## src/rtl/serial_add_ctrl_if.sv

```systemverilog
// Handshake and operand/result bundle for the bit-serial adder sequencer.
// The master issues start/a/b, and the slave (the sequencer) returns busy/done/sum/cout.
interface serial_add_ctrl_if #(
  parameter int W = 8
);
  logic         start;
  logic [W-1:0] a;
  logic [W-1:0] b;
  logic         busy;
  logic         done;
  logic [W-1:0] sum;
  logic         cout;

  modport master (
    output start, a, b,
    input  busy, done, sum, cout
  );

  modport slave (
    input  start, a, b,
    output busy, done, sum, cout
  );
endinterface

```

## src/rtl/serial_add_ctrl.sv

```systemverilog
// Bit-serial W-bit adder: one half-adder pair plus a registered carry, reused over W clocks.
// The LSB is processed first, and a start/busy/done handshake frames each add.
module HA (
  input  logic a,
  input  logic b,
  output logic s,
  output logic c
);
  assign s = a ^ b;
  assign c = a & b;
endmodule

module serial_add_ctrl #(
  parameter int W = 8
) (
  input  logic               clk,
  input  logic               rst_n,
  serial_add_ctrl_if.slave   bus
);
  localparam int CW = $clog2(W) + 1;

  typedef enum logic [1:0] {IDLE, RUN, DONE} state_t;

  state_t          r_state;
  logic [W-1:0]    r_ra;
  logic [W-1:0]    r_rb;
  logic [W-1:0]    r_sum;
  logic [CW-1:0]   r_cnt;
  logic            r_carry;
  logic            r_cout;

  logic w_s1, w_c1, w_s2, w_c2, w_cnext;

  HA u_ha1 (.a(r_ra[0]), .b(r_rb[0]), .s(w_s1), .c(w_c1));
  HA u_ha2 (.a(w_s1),    .b(r_carry), .s(w_s2), .c(w_c2));

  assign w_cnext = w_c1 | w_c2;

  always_ff @(posedge clk or negedge rst_n) begin
    if (!rst_n) begin
      r_state <= IDLE;
      r_ra    <= '0;
      r_rb    <= '0;
      r_sum   <= '0;
      r_cnt   <= '0;
      r_carry <= 1'b0;
      r_cout  <= 1'b0;
    end else begin
      case (r_state)
        IDLE: begin
          if (bus.start) begin
            r_ra    <= bus.a;
            r_rb    <= bus.b;
            r_carry <= 1'b0;
            r_cnt   <= '0;
            r_sum   <= '0;
            r_cout  <= 1'b0;
            r_state <= RUN;
          end
        end
        RUN: begin
          // Result bits enter at the MSB, so after W shifts the LSB sits at bit 0.
          r_sum   <= {w_s2, r_sum[W-1:1]};
          r_ra    <= r_ra >> 1;
          r_rb    <= r_rb >> 1;
          r_carry <= w_cnext;
          r_cnt   <= r_cnt + CW'(1);
          if (r_cnt == CW'(W - 1)) begin
            r_cout  <= w_cnext;
            r_state <= DONE;
          end
        end
        DONE:    r_state <= IDLE;
        default: r_state <= IDLE;
      endcase
    end
  end

  assign bus.busy = (r_state == RUN);
  assign bus.done = (r_state == DONE);
  assign bus.sum  = r_sum;
  assign bus.cout = r_cout;
endmodule

```

## src/flat_wrapper.sv

```systemverilog
// flat-port wrapper written by rule: the top's interface ports become plain ports
module serial_add_ctrl_flat 
#(
  parameter int W = 8
)
  (clk, rst_n, bus_start, bus_a, bus_b, bus_busy, bus_done, bus_sum, bus_cout);
  serial_add_ctrl_if #(.W(W)) bus_i ();
  input  logic clk;
  input  logic rst_n;
  input wire logic [$bits(bus_i.start)-1:0] bus_start;
  input wire logic [$bits(bus_i.a)-1:0] bus_a;
  input wire logic [$bits(bus_i.b)-1:0] bus_b;
  output wire logic [$bits(bus_i.busy)-1:0] bus_busy;
  output wire logic [$bits(bus_i.done)-1:0] bus_done;
  output wire logic [$bits(bus_i.sum)-1:0] bus_sum;
  output wire logic [$bits(bus_i.cout)-1:0] bus_cout;
  assign bus_i.start = bus_start;
  assign bus_i.a = bus_a;
  assign bus_i.b = bus_b;
  assign bus_busy = bus_i.busy;
  assign bus_done = bus_i.done;
  assign bus_sum = bus_i.sum;
  assign bus_cout = bus_i.cout;
  serial_add_ctrl #(.W(W)) u_core (.clk(clk), .rst_n(rst_n), .bus(bus_i));
endmodule
```

## config.mk

```make
export PLATFORM = sky130hd
export DESIGN_NAME = serial_add_ctrl_flat
export DESIGN_NICKNAME = d
export VERILOG_FILES = /design/src/rtl/serial_add_ctrl_if.sv /design/src/rtl/serial_add_ctrl.sv /design/src/flat_wrapper.sv
export SDC_FILE = /design/constraint.sdc
export NUM_CORES = 1
export LEC_CHECK = 0
export ABC_AREA = 0
export CORE_MARGIN = 2
export CORE_UTILIZATION = 45
export DETAILED_ROUTE_END_ITERATION = 10
export PLACE_DENSITY = 0.74
export SYNTH_ARGS = -nofsm -noshare
export SYNTH_HDL_FRONTEND = slang
export SYNTH_HIERARCHICAL = 1
export SYNTH_SLANG_ARGS = --single-unit
export TNS_END_PERCENT = 100
```

## constraint.sdc

```tcl
create_clock -name clk -period 1.21 [get_ports clk]
set_input_delay 0.1815 -clock clk [delete_from_list [all_inputs] [get_ports clk]]
set_output_delay 0.1815 -clock clk [all_outputs]
set_load 0.02 [all_outputs]
```

[Word level (Yosys, flattened, before mapping)]
Index checks and enable logic that the tools add are counted.
Word-level totals
  register bits: 32
  bits in latches: 0
  bits in writable memories: 0
  ROM bits: 0
  input bits: 19
  output and inout port bits: 11
  logic and storage cells: 38
  memories: 0
Cells by class
  add/subtract/negate cells: 1
  multipliers: 0
  div/mod/pow operators: 0
  order comparisons: 0
  eq/ne operators: 5
  shifts and indexed selects: 0
  muxes and demuxes: 15
  bitwise logic cells: 5
  reduce and logical (&&, ||, !) cells: 5
Operators by type and width (number)
  one-hot mux 8 bit (2 select lines): 3
  2-to-1 mux 8 bit: 3
  one-hot mux 4 bit (2 select lines): 1
  adder 4 x 1 -> 4 bit (second input constant): 1
  equality test 4 x 3 -> 1 bit (second input constant): 1
  2-to-1 mux 2 bit: 2
  2-to-1 mux 4 bit: 1
  one-hot mux 1 bit (2 select lines): 2
  one-hot mux 2 bit (2 select lines): 1
  AND reduction 2 bit: 2
  AND reduction 3 bit: 1
  bitwise AND 1 bit: 2
  equality test 2 x 1 -> 1 bit (second input constant): 1
  equality test 2 bit (second input constant): 1
  logical NOT 2 bit: 1
  2-to-1 mux 1 bit: 2
  inequality test 2 x 1 -> 1 bit (second input constant): 1
  inequality test 2 bit (second input constant): 1
  nonzero test 2 bit: 1
  bitwise XOR 1 bit: 2
  OR 1 bit: 1

[Logic depth before layout (Yosys ltp)]
  depth in word-level cells: 5
  depth in mapped cells: 6
  depth with buffers taken out: 4

[Hierarchy]
The synthesis kept the hierarchy.
By module, submodules not included
  serial_add_ctrl: times used 1, cells an instance 127, area an instance 1472.7 µm², sequential area each 800.8 µm²
  HA: times used 2, cells an instance 1, area an instance 12.5 µm², sequential area each 0.0 µm²

[Least setup slack after synthesis]
OpenSTA, ideal clock, no wires.
  kind: register -> register
  start point: register u_core.r_ra[0]
  end point: register u_core.r_sum[7], in the netlist u_core/bus.sum[7]
  library setup time: 0.121 ns
  arrival time: 1.116 ns
  required time: 1.089 ns
  setup slack: -0.027 ns
  stages on the path, launching flop included: 4
  path buffers: 0
  period minus slack after synthesis: 1.237 ns
  path through: dfrtp_1 -> ha_1 -> ha_1 -> a22o_1
On the way
  word-level cells in the longest chain between the ends: 3
RTL lines
  from (decl): line serial_add_ctrl.sv:25  | logic [W-1:0] r_ra;
  from (signal assigned): line serial_add_ctrl.sv:52  | r_ra <= bus.a;
  from (signal assigned): line serial_add_ctrl.sv:64  | r_ra <= r_ra >> 1;
  bitwise XOR 1 bit: line serial_add_ctrl.sv:9  | assign s = a ^ b;
  via u_core.w_s1: line serial_add_ctrl.sv:32  | logic w_s1, w_c1, w_s2, w_c2, w_cnext;
  bitwise XOR 1 bit: line serial_add_ctrl.sv:9
  via u_core.w_s2: line serial_add_ctrl.sv:32
  one-hot mux 8 bit (2 select lines): line serial_add_ctrl.sv:49  | case (r_state)
  to (signal assigned): line serial_add_ctrl.sv:63  | r_sum <= {w_s2, r_sum[W-1:1]};
  to (decl): line serial_add_ctrl.sv:27  | logic [W-1:0] r_sum;
The timed path passes the listed nets, and every way through them passes these cells.
A chain may end at the register's enable or synchronous reset.

[Worst setup path in the final report]
  start point: register u_core.r_state[1]
  end point: register u_core.r_cnt[2]
On the way
  word-level cells in the longest chain between the ends: 3
  elaborated cells between the ends (all ways): 6
  classes of those cells: eq/ne (2); mux (1); reduce/logical (3)
RTL lines
  from (decl): line serial_add_ctrl.sv:24  | state_t r_state;
  from (signal assigned): line serial_add_ctrl.sv:41  | r_state <= IDLE;
  from (signal assigned): line serial_add_ctrl.sv:58  | r_state <= RUN;
  from (signal assigned): line serial_add_ctrl.sv:70  | r_state <= DONE;
  equality test 2 x 1 -> 1 bit / logical NOT 2 bit (equally long branches): line serial_add_ctrl.sv:49
  nonzero test 2 bit (no line) / inequality test 2 bit (equally long branches)
  AND reduction 2 bit (no line)
  to (signal assigned): line serial_add_ctrl.sv:67  | r_cnt <= r_cnt + CW'(1);
  to (decl): line serial_add_ctrl.sv:28  | logic [CW-1:0] r_cnt;
Several ways; a longest one is shown, not always the timed one.

==> impl_metrics.toml <==
[timing]
fin_skew_ns = 0.004060
hold_violations = 0
setup_ws_ns = -0.05308
min_period_ns = 1.263
slew_headroom_pct = 88.24
worst_slew_pin_slew_ns = 0.1715
fin_crit_sh_pct = 104.4
finalSetupViolCount = 18
max_freq_ghz = 0.7917
drv_slew = 0
rsz0062_at_grt = "true"

[cells_and_area]
n_fill_cell = 270
layout_common_cells = "dfrtp_1, clkdlybuf4s50_1, nand2_1"
final_common_cell = "dfrtp_1"
fin_util_pct = 63.55
nNetsFinal = 194
insertedDiodeCount = 0
fin_area_mm2 = 0.001972
final_layout_size_suffix_gt1_share_pct = 25.43
area_growth_pct = 31.66

[setup_path]
cp-start-kind = "flop"
slowest_delay_ns = 0.40
crit_family = "compound AO/OA/AOI/OAI gates"
r2r_cells = 4
rr_startpoint = "u_core/r_state[1]$_DFFE_PN0P_"
timing.rr.end = "u_core/r_cnt[2]$_DFFE_PN0P_"
crit_path_end_kind = "flop"
crit_arrival_ns = 1.48
regToRegSetupSlack_ns = -0.05
crit_start = "u_core/r_state[1]$_DFFE_PN0P_"
critPathKind = "flop to flop"
endpoint = "u_core/r_cnt[2]$_DFFE_PN0P_"
crit_path_max_fanout = 15
cpMaxStageDelayCell = "dfrtp_1"
cp.depth = 4
crit_buf_inv = 2
cp_cell_sequence = "buf_4, o21bai_4, buf_12, a22o_1"
required_ns = 1.43

[worst_hold_path]
worst_hold_path_type = "input pin to async pin"

[drt]
drc_errors = 0
drtPass1Iterations = 4
via_per_inst = 5.276
drt-initial-drc-count = 18
wire_per_inst_um = 14.46
wl_mm = 3.137
ant_nets = 0
num_vias = 1145

[yosys]
yosys_warnings = 6
syn-num-nets = 151
ys_seq_elements = 32
synth_cell_types = 25
syn_avg_cell_area_um2 = 11.61
syn_area_mm2 = 0.001498
synth-seq-area-share_pct = 53.47
synthesis.instances = 129

[pwr]
seqPwrFrac_pct = 36.0
total_leakage_power_nw = 0.9203
max-vdd-ir-drop_v = 0.001577
p_clk_share_pct = 12.1
pwr-share-comb_pct = 52.0
internal_power_mw = 3.160
power_switching_mw = 1.985
cellPowerDensity_mw_per_mm2 = 2609
power_switching_share_pct = 38.58

[clock_tree]
cts_htree_levels = 2
clock_latency_ns = 0.32
ctsHoldBuffers = 0
cts_tree = "built"
cts_buffers = 5
ctsLongestPathBuffers = 2
cts.sinks = 32
root_buffer = "clkbuf_4"
cts.clk_slew.worst_paths_ns = 0.09

[floorplanning]
io_pins = 30
die_w_um = 61.69
design.die.area_mm2 = 0.003806
row_count = 20
dieHeight_um = 61.69
core_area_mm2 = 0.003103
start_util_pct = 48.27

[placement]
gp_congestion = 0.7804
place.port_buffers = 29
detailed_place.area_mm2 = 0.001882
pre_cts_slack_ns = -0.1678
dp_hpwl_mm = 2.312

[outcome]
violations = "negative setup slack"
status = "finished, violations left"

[global_routing]
grt-ovfl-total = 0
track_usage_pct = 19.80
grt_pass1_wl_mm = 5.244
grt_pass1_vias = 1186
grt_max_degree = 33
antenna_found_initial = 0

[job]
drv_cap = 0
-- cell type report --
class	instances	area (um^2)	area share, %
timing repair buffer	43	405.4	20.56
inverter	3	18.77	0.9518
multi-input combinational	87	633.1	32.11
clock buffer	8	58.81	2.982
sequential	32	800.8	40.61
tap	44	55.05	2.792
-- cell families (layout without fill, tap and decap cells) --
family          after synthesis  in the layout  synth area share (%)
compound gates               40             40                 18.38
flops                        32             32                 53.47
simple gates                 32             32                 10.78
mux                          12             12                 8.020
buf+inv                      10             54                 6.851
fa+ha+maj                     3              3                 2.507
-- through the flow --
step / total power, mW / TNS [ns] / hold WS [ns] / cells
floorplan: 3.610 / -0.02891 / -0.1141 / 129
global placement: 4.293 / -2.809 / 0.4593 / 208
detailed placement: 4.423 / -3.762 / 0.4814 / 208
CTS: 5.193 / -0.6069 / 0.2061 / 216
global route: 5.529 / -1.448 / 0.1952 / 217
finish: 5.145 / -0.3412 / 0.2141 / 217
-- Yosys cell counts --
master,instances,area [um^2]
buf_6,5,56.30
buf_4,1,7.510
or3_1,1,6.260
nand2b_4,1,13.76
mux2i_1,12,120.1
inv_1,2,7.510
nand3b_1,1,7.510
nand2b_1,1,6.260
nor2_1,1,3.750
o21bai_4,1,18.77
buf_12,1,20.02
nand3_1,3,15.01
ha_1,3,37.54
a21oi_1,7,35.03
a22o_1,10,87.58
dfrtp_1,32,800.8
nor2b_1,6,37.54
o22ai_1,1,6.260
o21ai_2,4,35.03
nand2_1,17,63.81
inv_8,1,11.26
o21ai_1,5,25.02
a22oi_1,3,22.52
o21ai_0,9,45.04
and2b_1,1,7.510
-- how the worst min path moves through the flow --
stage,end,slack (ns),cells past startpoint,start
4_1_cts,u_core/bus.cout$_DFFE_PN0P_,0.21,2,rst_n
2_1_floorplan,u_core/bus.cout$_DFFE_PN0P_,-0.11,0,rst_n
3_5_place_dp,u_core/r_rb[6]$_DFFE_PN0P_,0.48,2,u_core/r_rb[6]$_DFFE_PN0P_
5_1_grt,u_core/r_ra[2]$_DFFE_PN0P_,0.20,2,rst_n
6_report,u_core/r_ra[2]$_DFFE_PN0P_,0.21,2,rst_n
3_3_place_gp,u_core/r_rb[4]$_DFFE_PN0P_,0.46,2,u_core/r_rb[4]$_DFFE_PN0P_
-- per-layer routing --
layer	wire length [um]	up-vias	global-route usage [%]	part of all wire (%)
li1	-	542	-	-
met1	1258	569	22.54	40
met2	1673	30	33.23	53
met3	183	4	8.075	5.8
met4	23	0	7.903	0.73
met5	0	-	0	0
-- flip-flops by register name, indices dropped and copies added (netlist names) --
name	flops
u_core/r_cnt	4
u_core/bus.cout	1
u_core/r_ra	8
u_core/r_carry	1
u_core/bus.sum	8
u_core/r_rb	8
u_core/r_state	2
-- power by group through the flow --
| stage | Sequential [mW] | Combinational (mW) | Clock (mW) |
|---|---|---|---|
| detailed placement | 1.85 | 2.57 | 0 |
| CTS | 1.85 | 2.69 | 0.651 |
| finish | 1.85 | 2.67 | 0.622 |
| global route | 1.91 | 2.92 | 0.706 |
| floorplan | 1.94 | 1.67 | 0 |
| global placement | 1.82 | 2.47 | 0 |
-- what timing repair did --
action | 4_1_cts | 5_1_grt
gates resized for setup | 44 | 11
endpoints found under the hold margin | 0 | 0
setup buffers | 0 | 1
endpoints found under the setup margin | 33 | 40
(Power assumes the default switching activity.)
